==> src/rtl/bit_extend_unit.sv <==
// bit_extend_unit: widens an IN_W-bit operand to IN_W*REP bits by
// zero-extend, sign-extend or per-bit replicate, through a 2-entry buffer.
//
// Ports:
//   clk, rst              clock, async active-high reset
//   in_valid/in_ready     operand handshake (in_ready is register-derived)
//   in_data, in_mode      operand; mode 00 zero, 01 sign, 10 replicate, 11 reserved
//   out_valid/out_ready   result handshake, out_data is the oldest entry
//   mode_err              one-cycle pulse after accepting a mode-11 operand
//   txn_count             wrapping count of output handshakes
module bit_extend_unit #(
    parameter int IN_W  = 4,
    parameter int REP   = 8,
    parameter int CNT_W = 16,
    localparam int OUT_W = IN_W * REP
) (
    input  logic             clk,
    input  logic             rst,
    input  logic             in_valid,
    output logic             in_ready,
    input  logic [IN_W-1:0]  in_data,
    input  logic [1:0]       in_mode,
    output logic             out_valid,
    input  logic             out_ready,
    output logic [OUT_W-1:0] out_data,
    output logic             mode_err,
    output logic [CNT_W-1:0] txn_count
);

    logic [OUT_W-1:0] mem [2];
    logic             wrPtr;
    logic             rdPtr;
    logic [1:0]       occ;
    logic [OUT_W-1:0] result;
    logic             accept;
    logic             pop;
    logic             isSign;
    logic             isRep;

    assign isSign = (in_mode == 2'b01);
    assign isRep  = (in_mode == 2'b10);

    // Reserved mode falls through to zero-extend.
    always_comb begin
        result = '0;
        unique case (1'b1)
            isSign: result = OUT_W'($signed(in_data));
            isRep: begin
                for (int i = 0; i < IN_W; i++) begin
                    result[i*REP +: REP] = {REP{in_data[i]}};
                end
            end
            default: result = OUT_W'(in_data);
        endcase
    end

    // Both flags come from the occupancy register only, so there is
    // no combinational path from out_ready to in_ready.
    assign in_ready  = (occ != 2'd2);
    assign out_valid = (occ != 2'd0);
    assign out_data  = mem[rdPtr];

    assign accept = in_valid && in_ready;
    assign pop    = out_valid && out_ready;

    always_ff @(posedge clk or posedge rst) begin
        if (rst) begin
            mem[0]    <= '0;
            mem[1]    <= '0;
            wrPtr     <= 1'b0;
            rdPtr     <= 1'b0;
            occ       <= 2'd0;
            mode_err  <= 1'b0;
            txn_count <= '0;
        end else begin
            if (accept) begin
                mem[wrPtr] <= result;
                wrPtr      <= ~wrPtr;
            end
            if (pop) begin
                rdPtr     <= ~rdPtr;
                txn_count <= txn_count + CNT_W'(1);
            end
            unique case ({accept, pop})
                2'b10:   occ <= occ + 2'd1;
                2'b01:   occ <= occ - 2'd1;
                default: occ <= occ;
            endcase
            mode_err <= accept && (in_mode == 2'b11);
        end
    end

endmodule

==> config.mk <==
export PLATFORM = sky130hd
export DESIGN_NAME = bit_extend_unit
export DESIGN_NICKNAME = d
export VERILOG_FILES = /design/src/rtl/bit_extend_unit.sv
export SDC_FILE = /design/constraint.sdc
export NUM_CORES = 1
export LEC_CHECK = 0
export CORE_MARGIN = 3
export CORE_UTILIZATION = 30
export DETAILED_ROUTE_END_ITERATION = 16
export MAX_ROUTING_LAYER = met4
export SYNTH_ARGS = -nofsm -noshare
export SYNTH_HDL_FRONTEND = slang
export SYNTH_SLANG_ARGS = --single-unit
==> constraint.sdc <==
create_clock -name clk -period 4.3 [get_ports clk]
set_input_delay 0.86 -clock clk [delete_from_list [all_inputs] [get_ports clk]]
set_output_delay 0.86 -clock clk [all_outputs]
set_load 0.02 [all_outputs]
# Yosys cells after proc, flatten, opt, wreduce, memory -nomap -nowiden
# Index checks and enable logic that the tools add are counted.
classes:
  magnitude_cmp: 3
  div_mod_pow: 0
  eq_ne: 6
  add_sub_neg: 3
  mul: 0
  bitwise_logic: 4
  muxes: 8
  shifts: 0
  reduce_logical: 6
ops:
  columns: ["op", "count"]
  rows:
  - ["two-way mux 32 bit", 4]
  - ["bitwise mux 64 bit", 1]
  - ["one-hot mux 32 bit (2 select lines)", 1]
  - ["demux 32 bit (select 1 bit)", 1]
  - ["adder 16 x 1 -> 16 bit, second input constant", 1]
  - ["== test 2 bit, second input constant", 3]
  - ["== test 2 x 1 -> 1 bit, second input constant", 2]
  - [">= comparator 2 bit, second input constant", 2]
  - ["logical AND 1 bit", 4]
  - ["NOT 1 -> 2 bit", 2]
  - ["one-hot mux 2 bit (2 select lines)", 1]
  - ["nonzero test 2 bit", 2]
  - ["adder 2 x 1 -> 2 bit, second input constant", 1]
  - ["< comparator 2 x 1 -> 1 bit, second input constant", 1]
  - ["inequality test 2 bit, second input constant", 1]
  - ["NOT 1 bit", 2]
  - ["subtractor 2 x 1 -> 2 bit, second input constant", 1]
word_totals:
  reg_bits: 85
  output_inout_bits: 51
  ram_bits: 0
  n_memories: 0
  word_cells: 37
  romBits: 0
  latch_bits: 0
  input_bits: 10

# Logic depth before layout (Yosys ltp)
logic_depth:
  word_depth: 6
  ltp_mapped: 7
  ltp_nobuf: 6

# Worst setup path after synthesis
# OpenSTA, ideal clock, no wires.
synth_timing:
  path_type: "flip-flop to output port"
  startpoint: "reg rdPtr"
  endpoint: "out out_data[25]"
  stages_incl_launch_ff: 4
  slack_ps: 1693
  arrival_time_ps: 1747
  path_cell_list: "dfrtp_1 -> clkbuf_1 -> o21ai_0 -> buf_4"
synth_via:
  elab_chain_cells: 4
synth_lines:
  columns: ["item", "line_no", "rtl"]
  rows:
  - ["from (decl)", "32", "logic rdPtr;"]
  - ["from (signal assigned)", "81", "rdPtr <= ~rdPtr;"]
  - ["NOT 1 -> 2 bit (implied by the code)", "61", "assign out_data = mem[rdPtr];"]
  - ["two-way mux 32 bit (implied by the code) (3 in series)", "61", null]
  - ["to (decl)", "25", "output logic [OUT_W-1:0] out_data,"]
# No other way between the ends. The select of a mux whose other input is x is not followed.

# Final worst setup path
layout_timing:
  startpoint: "reg rdPtr"
  endpoint: "out out_data[29]"
# The elaborated chain is that of the path after synthesis.

==> metrics.cfg <==
[clocking]
cts_max_path_buffers=2
clk_latency_ps=290
cts-root-buf=clkbuf_8
clk_pin_slew_ps=70
cts_sinks=37
cts_hold_buf=0
htreeDepth=2
cts_buffers=5
tritoncts=built
post_cts_buffers=0
cts-resized-gates=0

[placed_design]
dp_cells=287
portBuffers=60
dp_hpwl_um=2850
gp_congestion=0.781

[detailed_routing]
via_count=1271
viasPerCell=4.32
firstDrtPassIters=4
drc=0
routed_wirelength_um=3680
avgRoutedWirePerCell_um=12.5
drt_iter0_drc=43
postRouteAntennaNets=0

[worst_hold_path]
min_from=txn_count[15]
hold_path.class=flop to flop

[worst_setup_path]
startpoint=rdPtr
crit_required_ps=3440
path_class=flop to output port
startpoint_type=flop
cp_slowest_cell=clkdlybuf4s50_1
reg2reg_from=occ[0]
crit_chain=o21ai_0 > clkdlybuf4s50_1
cp_max_fo=13
end_kind=output port
cpPeakStageDelay_ps=740
cp_data_arrival_time_ps=2180

[floorplanning]
start_util=0.317
row_count=28
die_y_um=86.0
die-area_um2=7400
die_width_um=86.0
boundaryPins=61
coreArea_um2=6060

[logic_synthesis]
yosysWarnings=0
synth_nets=194
ys_ff_latch=37
avgSynthCellArea_um2=10.7
synth.distinct_cells=30
yosysSeqAreaShare=0.482
syn-cell-area_um2=1920
syn_inst=179

[global_routing]
antenna_found_initial=0
grt_pass1_vias=1210
grt_pass1_wl_um=6080
grt.overflow.total=0
grt_max_degree=22
grt_usage=0.109

[sta]
period_share=0.708
min_period_ps=3040
finalMaxSlewViolations=0
rsz0062_at_grt=false
hold_viol=0
setup_viol=0
tightest_slew_ps=680
timing.fmax_mhz=329
relSlewSlack=0.542
skew_ps=7.06
final.setup.tns_ps=0

[finish]
drive_above_1_share=0.114
nets=234
syn2layout_area_growth_pct=30.4
final_cells=294
diodes=0
nFillCells=582

[pwr]
powerDensity_nw_per_um2=714
max-vdd-ir-drop_mv=0.313
p_leak_nw=1.09

[status]
outcome=finished, final reports clean

[flow_run]
maxCapViolations=0

## area by class of cell
| cell class | count | area, um2 | share of cell area |
|---|---|---|---|
| timing repair buffer | 61 | 608 | 0.243 |
| clock buffer | 7 | 86.3 | 0.0345 |
| inverter | 10 | 37.5 | 0.0150 |
| tap | 75 | 93.8 | 0.0375 |
| sequential | 37 | 926 | 0.370 |
| multi-input combinational | 104 | 753 | 0.301 |
## registers in the layout, indices dropped and copies added, names as in the netlist
name / count
rdPtr: 1
occ: 2
txn_count: 16
mem: 16
wrPtr: 1
mode_err: 1
## logic make-up after synthesis
| family | after synthesis | synth area share |
|---|---|---|
| mux | 17 | 0.0971 |
| fa+ha+maj | 5 | 0.0326 |
| flops | 37 | 0.482 |
| xor+xnor | 20 | 0.0912 |
| compound gates | 16 | 0.0469 |
| buf+inv | 38 | 0.126 |
| simple gates | 46 | 0.124 |
## final timing paths
check                      cells after the start            end  slack [ps]
max in group asynchronous                      3        mem[15]        2610
max reg2reg                                    5         occ[1]        2530
min                                            1  txn_count[15]         470
min in group asynchronous                      2         mem[2]         960
min reg2reg                                    1  txn_count[15]         470
max                                            2   out_data[29]        1260
## stage by stage
stage | util | hold WS (ps) | cell area (um2) | total power, mW | setup WS, ps
final | 0.413 | 465 | 2500 | 1.79 | 1260
after global routing | 0.413 | 493 | 2500 | 1.90 | 1030
after CTS | 0.413 | 472 | 2500 | 1.81 | 1200
after detailed placement | 0.399 | 463 | 2420 | 1.57 | 1510
after global placement | 0.399 | 464 | 2420 | 1.56 | 1600
after floorplan | - | 450 | 1920 | 1.26 | 1690
## metal layers
layer | vias to the layer above | track usage | part of all wire
li1 | 642 | - | -
met1 | 589 | 0.143 | 0.47
met2 | 32 | 0.159 | 0.47
met3 | 8 | 0.0269 | 0.041
met4 | 0 | 0.0475 | 0.020
met5 | - | - | 0
## cells in the mapped netlist
cell type	number	area share
and4_1	1	0.0046
a21oi_1	6	0.016
inv_1	10	0.020
o211ai_2	1	0.0065
buf_4	24	0.094
clkbuf_1	2	0.0039
nor3_1	2	0.0052
xor2_1	10	0.046
nor2_1	6	0.012
mux2i_1	4	0.021
mux2_2	12	0.070
mux2_1	1	0.0059
o211ai_1	1	0.0039
o21ai_0	8	0.021
nor3_2	1	0.0052
xnor2_1	10	0.046
buf_6	1	0.0059
nand2b_1	1	0.0033
buf_2	1	0.0026
ha_1	5	0.033
and2_1	1	0.0033
nand4_1	3	0.0098
or2_2	2	0.0065
or3_1	2	0.0065
nand2_1	19	0.037
dfrtp_1	37	0.48
nand3_1	4	0.010
nor3_4	1	0.0085
nor2_4	1	0.0059
and3_1	2	0.0065
## worst max-delay path, delay by kind of cell, from the launching register on
family	cells	cell delay, ps
AO/OA/AOI/OAI	1	620
buffers and inverters	1	740
flip-flops	1	540
## cells in the final DEF (no fill, tap or decap), drive strengths merged
cell type and count:
and2 1, or2 2, inv 10, nand2 19, mux2i 4, nor3 4
a21oi 6, xor2 10, o211ai 2, mux2 13, nand2b 1, and4 1
clkbuf 7, or3 2, nand4 3, clkdlybuf4s50 60, nor2 7, buf 1
nand3 4, xnor2 10, o21ai 8, ha 5, and3 2, dfrtp 37
## where the power goes
group | internal [mW] | switching (mW)
clock | 0.127 | 0.115
sequential | 0.467 | 0.101
combinational | 0.484 | 0.496
total | 1.08 | 0.712
Note: power is estimated with default switching activity, not from simulation.
